`config.mk`:
```
export PLATFORM = sky130hd
export DESIGN_NAME = control_motores
export DESIGN_NICKNAME = d
export VERILOG_FILES = /design/src/rtl/control_motores.sv
export SDC_FILE = /design/constraint.sdc
export NUM_CORES = 1
export LEC_CHECK = 0
export ABC_AREA = 1
export CORE_ASPECT_RATIO = 0.9
export CORE_MARGIN = 2
export CORE_UTILIZATION = 39
export DETAILED_ROUTE_END_ITERATION = 10
export PLACE_DENSITY = 0.8
export SLEW_MARGIN = 20
export SYNTH_ARGS = -nofsm -noshare
export SYNTH_HDL_FRONTEND = slang
export SYNTH_SLANG_ARGS = --single-unit
```
`constraint.sdc`:
```
create_clock -name clk -period 1.19 [get_ports clk]
set_clock_uncertainty 0.1 [all_clocks]
set_input_delay 0.1785 -clock clk [delete_from_list [all_inputs] [get_ports clk]]
set_output_delay 0.1785 -clock clk [all_outputs]
set_load 0.05 [all_outputs]
```
`src/rtl/control_motores.sv`:
```
// Sequences three color motors (R, G, B) through an external phase timer.
// Each request runs R, then G, then B, with a watchdog per phase that latches a sticky error.
module control_motores #(
  parameter int TIMEOUT     = 20,
  parameter int SYNC_CYCLES = 64
) (
  input  logic       clk,
  input  logic       rst,
  input  logic       color_valid,
  output logic       color_ready,
  input  logic [7:0] color_r,
  input  logic [7:0] color_g,
  input  logic [7:0] color_b,
  output logic [4:0] ciclos_R,
  output logic [4:0] ciclos_G,
  output logic [4:0] ciclos_B,
  output logic       enter,
  input  logic [2:0] flags,
  output logic [2:0] motor,
  output logic       busy,
  output logic       done,
  output logic       error
);

  localparam int SW = (SYNC_CYCLES > 1) ? $clog2(SYNC_CYCLES) : 1;
  localparam int TW = (TIMEOUT > 1) ? $clog2(TIMEOUT) : 1;

  typedef enum logic [2:0] {
    SYNC, IDLE, START, RUN_R, RUN_G, RUN_B, DONE, ERROR
  } state_t;

  state_t        state, state_nxt;
  logic [SW-1:0] sync_cnt;
  logic [TW-1:0] phase_cnt;
  logic          handshake;
  logic          phase_timeout;
  logic          in_run;

  // The low nibble of each channel does not contribute to the cycle count.
  logic unused_low_bits;
  assign unused_low_bits = ^{color_r[3:0], color_g[3:0], color_b[3:0]};

  assign handshake     = (state == IDLE) && color_valid;
  assign phase_timeout = (phase_cnt == TW'(TIMEOUT - 1));
  assign in_run        = (state == RUN_R) || (state == RUN_G) || (state == RUN_B);

  always_ff @(posedge clk) begin
    if (rst) begin
      state     <= SYNC;
      sync_cnt  <= '0;
      phase_cnt <= '0;
      ciclos_R  <= '0;
      ciclos_G  <= '0;
      ciclos_B  <= '0;
    end else begin
      state <= state_nxt;
      if (state == SYNC)
        sync_cnt <= sync_cnt + 1'b1;
      // Counter restarts whenever a new phase begins.
      if (state_nxt != state)
        phase_cnt <= '0;
      else if (in_run)
        phase_cnt <= phase_cnt + 1'b1;
      if (handshake) begin
        ciclos_R <= {1'b0, color_r[7:4]};
        ciclos_G <= {1'b0, color_g[7:4]};
        ciclos_B <= {1'b0, color_b[7:4]};
      end
    end
  end

  // A phase flag wins over a timeout reached on the same edge.
  always_comb begin
    state_nxt = state;
    unique case (state)
      SYNC:  if (sync_cnt == SW'(SYNC_CYCLES - 1)) state_nxt = IDLE;
      IDLE:  if (color_valid) state_nxt = START;
      START: state_nxt = RUN_R;
      RUN_R: begin
        if (flags[2])           state_nxt = RUN_G;
        else if (phase_timeout) state_nxt = ERROR;
      end
      RUN_G: begin
        if (flags[1])           state_nxt = RUN_B;
        else if (phase_timeout) state_nxt = ERROR;
      end
      RUN_B: begin
        if (flags[0])           state_nxt = DONE;
        else if (phase_timeout) state_nxt = ERROR;
      end
      DONE:  state_nxt = IDLE;
      ERROR: state_nxt = ERROR;
      default: state_nxt = SYNC;
    endcase
  end

  always_comb begin
    color_ready = 1'b0;
    enter       = 1'b0;
    motor       = 3'b000;
    busy        = 1'b1;
    done        = 1'b0;
    error       = 1'b0;
    unique case (state)
      IDLE: begin
        color_ready = 1'b1;
        busy        = 1'b0;
      end
      START: enter    = 1'b1;
      RUN_R: motor[2] = (ciclos_R != 5'd0);
      RUN_G: motor[1] = (ciclos_G != 5'd0);
      RUN_B: motor[0] = (ciclos_B != 5'd0);
      DONE:  done     = 1'b1;
      ERROR: error    = 1'b1;
      default: ;
    endcase
  end

endmodule

```
# After elaboration in Yosys (flattened, before gate mapping)
# Index checks and enable logic that the tools add are counted.
# W data, S select, Z words.
# classes
n_eq_ne	10
n_mux	15
n_reduce_logical	8
addsub	2
# ops
cell	n
$pmux W3 S8	1
$mux W3	6
$reduce_bool A5 Y1	3
$eq A3 B3 Y1 const B	4
$mux W1	8
$add A6 B1 Y6 const B	1
$eq A3 B2 Y1 const B	2
$eq A6 B6 Y1 const B	1
$add A5 B1 Y5 const B	1
$eq A5 B5 Y1 const B	1
$eq A3 B1 Y1 const B	1
$logic_not A3 Y1	1
$ne A3 B3 Y1	1
$logic_or A1 B1 Y1	2
$reduce_or A2 Y1	1
$logic_and A1 B1 Y1	1
# totals
in_bits	30
out_inout_bits	23
ff_bits	26

# Depth between registers and ports, before layout
# depth
ltp_word	6
depth_mapped	10
mapped_depth_nobuf	9

# Worst setup path before layout
# OpenSTA, ideal clock, no wires.
# synth_path
path_type	reg-to-output
startpoint	register ciclos_B[3]
endpoint	output port motor[0]
required_time_ns	0.912
t_arrival_ns	1.818
slack_ns	-0.906
path_stages_with_launch	3
cell_sequence	dfxtp_1 > nor4_1 > nor3_1
# synth_via
elab_chain_len	2
# synth_lines
item	line_no	rtl
start, declared	16	output logic [4:0] ciclos_B,
start signal, assigned	67	ciclos_B <= {1'b0, color_b[7:4]};
$reduce_bool A5 Y1	112	RUN_B: motor[0] = (ciclos_B != 5'd0);
$mux W1	104	unique case (state)
end, declared	19	output logic [2:0] motor,
# Every way passes these cells.

# Worst setup path after layout
# layout_path
startpoint	register state[1]
endpoint	output port motor[1]
# layout_via
elab_chain_len	2
# layout_lines
item	line_no	rtl
start, declared	32	state_t state, state_nxt;
start signal, assigned	56	state <= state_nxt;
$eq A3 B3 Y1	104	
$mux W1	104	
# Every way passes these cells.

==> run metrics <==
critical path class=reg -> out; critical path arrival=1390 ps; Root Buffer=clkbuf_8; pwr dens=551.3 nW/um^2; VDD IR-drop max=0.0008164 V; Fin. Hold Viols=0; final setup vio count=38; gr usage total=28.95%; Pre-antenna DRT Iters=5; most used cell, CP=buf_12; failing checks=setup timing; GP Congestion=~0.84; Final ANT Viol Nets=0; cell count after synthesis=187; CTS tree=done; largest family of logic cells by synthesized area=simple AND/OR/NAND/NOR gates; critical path's slowest cell=dfxtp_4; Clk Latency, worst-skew pair=~280 ps; RSZ-0062 raised after global routing=true; largest net degree at the start of global routing=18; Die H=59.66 um; crit start category=register; fill count=136; biggest cell delay along the critical path=390 ps; CP Data Required Time=910 ps; total number of vias=1798; initial antenna violation count=0; Synth Area in Compound Gates=9.972%; GRT overflow=0; final WL=6263 um; post-route minimum period=1672 ps; outcome=complete, but fails checks; fin crit share=140.5%; Synth Area in Simple Gates=34.02%; yosys warns=0; sequential-to-total area share from yosys stat=38.77%; DRC Markers=0; CTS sink cnt=26; Setup WS post-layout=-482.4 ps; Inserted Diodes=0; die extent in x=65.85 um; Rows=20; Final Util=between 80% and 90%; Worst Setup End Kind=primary output; Synth Cell Area=around 1300 um^2; WL/cell=19.33 um; H-tree Lvls=1; mux cell area share after synthesis=0%; fin. max-slew vios=0; Total Power=1.555 mW; io pins=between 50 and 60; unique cell type count in the Yosys netlist=28; cells along the critical path=buf_12 > nor2_4 > inv_2 > nor3_4 > buf_12; CP top delay family=flip-flops; clock slew at reported path FFs=90 ps; Max clock buf depth=2; synthesized flop and latch total=26; ratio of cells with drive above 1 in the final layout=a little over half; Max-Cap Viols=0; initial DRC count=approximately 170; Fmax=598.0 MHz; CTS buffer count=3; full die area=about 4000 um^2; drt via density=5.549; nets=313; post-DP HPWL=2945 um; Hold WS=372.9 ps; Buffers on Ports=37; vias in the first global route=1716; cts hold-fix bufs=0; multi-input logic area=between 800 and 900 um^2; Initial Utilization=40.34%; register area=566.8 um^2; Synth Area in Adders=1.864%; Avg Cell Area, Syn=around 7.2 um^2; Worst R2R Setup Slack=-440 ps; Buf+Inv Stages, Crit Path=3; core area=approximately 3300 um^2; class of the worst hold path=in -> reg; Post-Synth XOR/XNOR Area=under 10%; first-pass GRT wire length=between 8000 and 9000 um; Static Leak=1.223 nW; area grow syn2layout=110.1%; Crit Path Max Fanout=5
[worst paths after layout]
kind | startpoint | endpoint | depth (start not counted)
max | state[1] | motor[1] | 5
min | color_b[4] | ciclos_B[0] | 3
max reg2reg | state[2] | phase_cnt[3] | 9
min reg2reg | sync_cnt[5] | sync_cnt[5] | 2
[state kept, by name (all words and copies together), names as in the netlist]
signal and count:
ciclos_B 4, state 3, ciclos_G 4, ciclos_R 4
phase_cnt 5, sync_cnt 6
[synth_stat cells]
cell type	instances	share of area (%)
conb_1	1	0.28
nand2_2	1	0.47
clkbuf_1	2	0.56
buf_6	2	1.7
xnor2_1	2	1.3
nand4_1	3	1.4
a21oi_1	18	6.7
inv_4	1	0.47
ha_1	2	1.9
buf_4	4	2.2
nand2_4	1	0.84
o41ai_1	1	0.65
nor2_1	16	4.5
nand3_2	3	2.2
nor3_1	3	1.1
nor4_1	2	0.93
o21a_1	1	0.56
o21ai_0	4	1.5
inv_2	4	1.1
nand2_1	38	11
o21bai_1	1	0.56
buf_2	2	0.75
nor2_8	1	1.5
nor2_2	4	1.9
dfxtp_1	26	39
xor2_1	3	2.0
inv_1	18	5.0
nand3_1	23	8.6
[stage by stage]
stage | std cells | worst slack, ps | TNS [ps] | cell area, um^2
finish | 324 | -482.4 | -11690 | 2820
global route | 324 | -494.8 | -13180 | 2820
CTS | 313 | -389.2 | -8863 | 2550
detailed placement | 296 | -335.8 | -5944 | 2257
global placement | 296 | -281.1 | -4927 | 2257
floorplan | 189 | -161.2 | -2769 | 1455
[cells in the final DEF (no fill, tap or decap), types with 3 or more instances in the layout]
cell type,n
buf_4,35
buf_12,22
nor2_1,15
nand4_1,3
clkdlybuf4s50_1,17
nand3_4,4
buf_6,20
clkbuf_8,3
conb_1,3
a21oi_2,5
nand2_2,11
inv_4,3
dfxtp_4,11
dfxtp_1,11
nor2_4,4
nand2_4,3
a21oi_1,13
inv_1,12
dfxtp_2,4
nand3_1,20
inv_2,4
nand2_1,25
[cell type report]
| class | count | area share, % |
|---|---|---|
| repair buffers | 97 | 40.99 |
| inverters | 23 | 4.126 |
| clock buffers | 4 | 1.597 |
| well taps | 44 | 1.952 |
| flip-flops and latches | 26 | 20.10 |
| multi-input cells | 130 | 31.23 |
[worst register-to-register path, stage by stage (launching register included)]
cell	delay (ps)
dfxtp_4	380
buf_4	160
buf_4	130
nand3_1	110
nand2_1	110
nor2_2	140
nand2_1	90
nand2_1	90
nand3_2	120
nor2_1	120
[cell families after synthesis]
group | after synthesis
other cells | 1
fa+ha+maj | 2
buf+inv | 33
xor+xnor | 5
flops | 26
compound gates | 25
simple gates | 95
[power breakdown]
group          internal, mW  total (mW)  switching (mW)  leakage (nW)
Sequential            0.853       0.860         0.00751         0.221
Combinational        0.0803       0.165          0.0851         0.979
Clock                 0.241       0.529           0.288        0.0228
Total                  1.17        1.55           0.380          1.22
[per-layer routing]
metal  GRT usage (%)  vias up  part of all wire, %
met5               0        -                    0
met2           52.24      119                   52
li1                -      785                    -
met1           30.76      856                   34
met4           17.86        0                  6.1
met3           6.591       38                  7.3
[what timing repair did]
action,4_1_cts,5_1_grt
hold endpoints to repair,0,0
pin swaps,7,7
gates cloned,1,0
buffers inserted,12,15
endpoints found under the setup margin,35,44
resized for setup,34,44
Note: power is estimated with default switching activity, not from simulation.
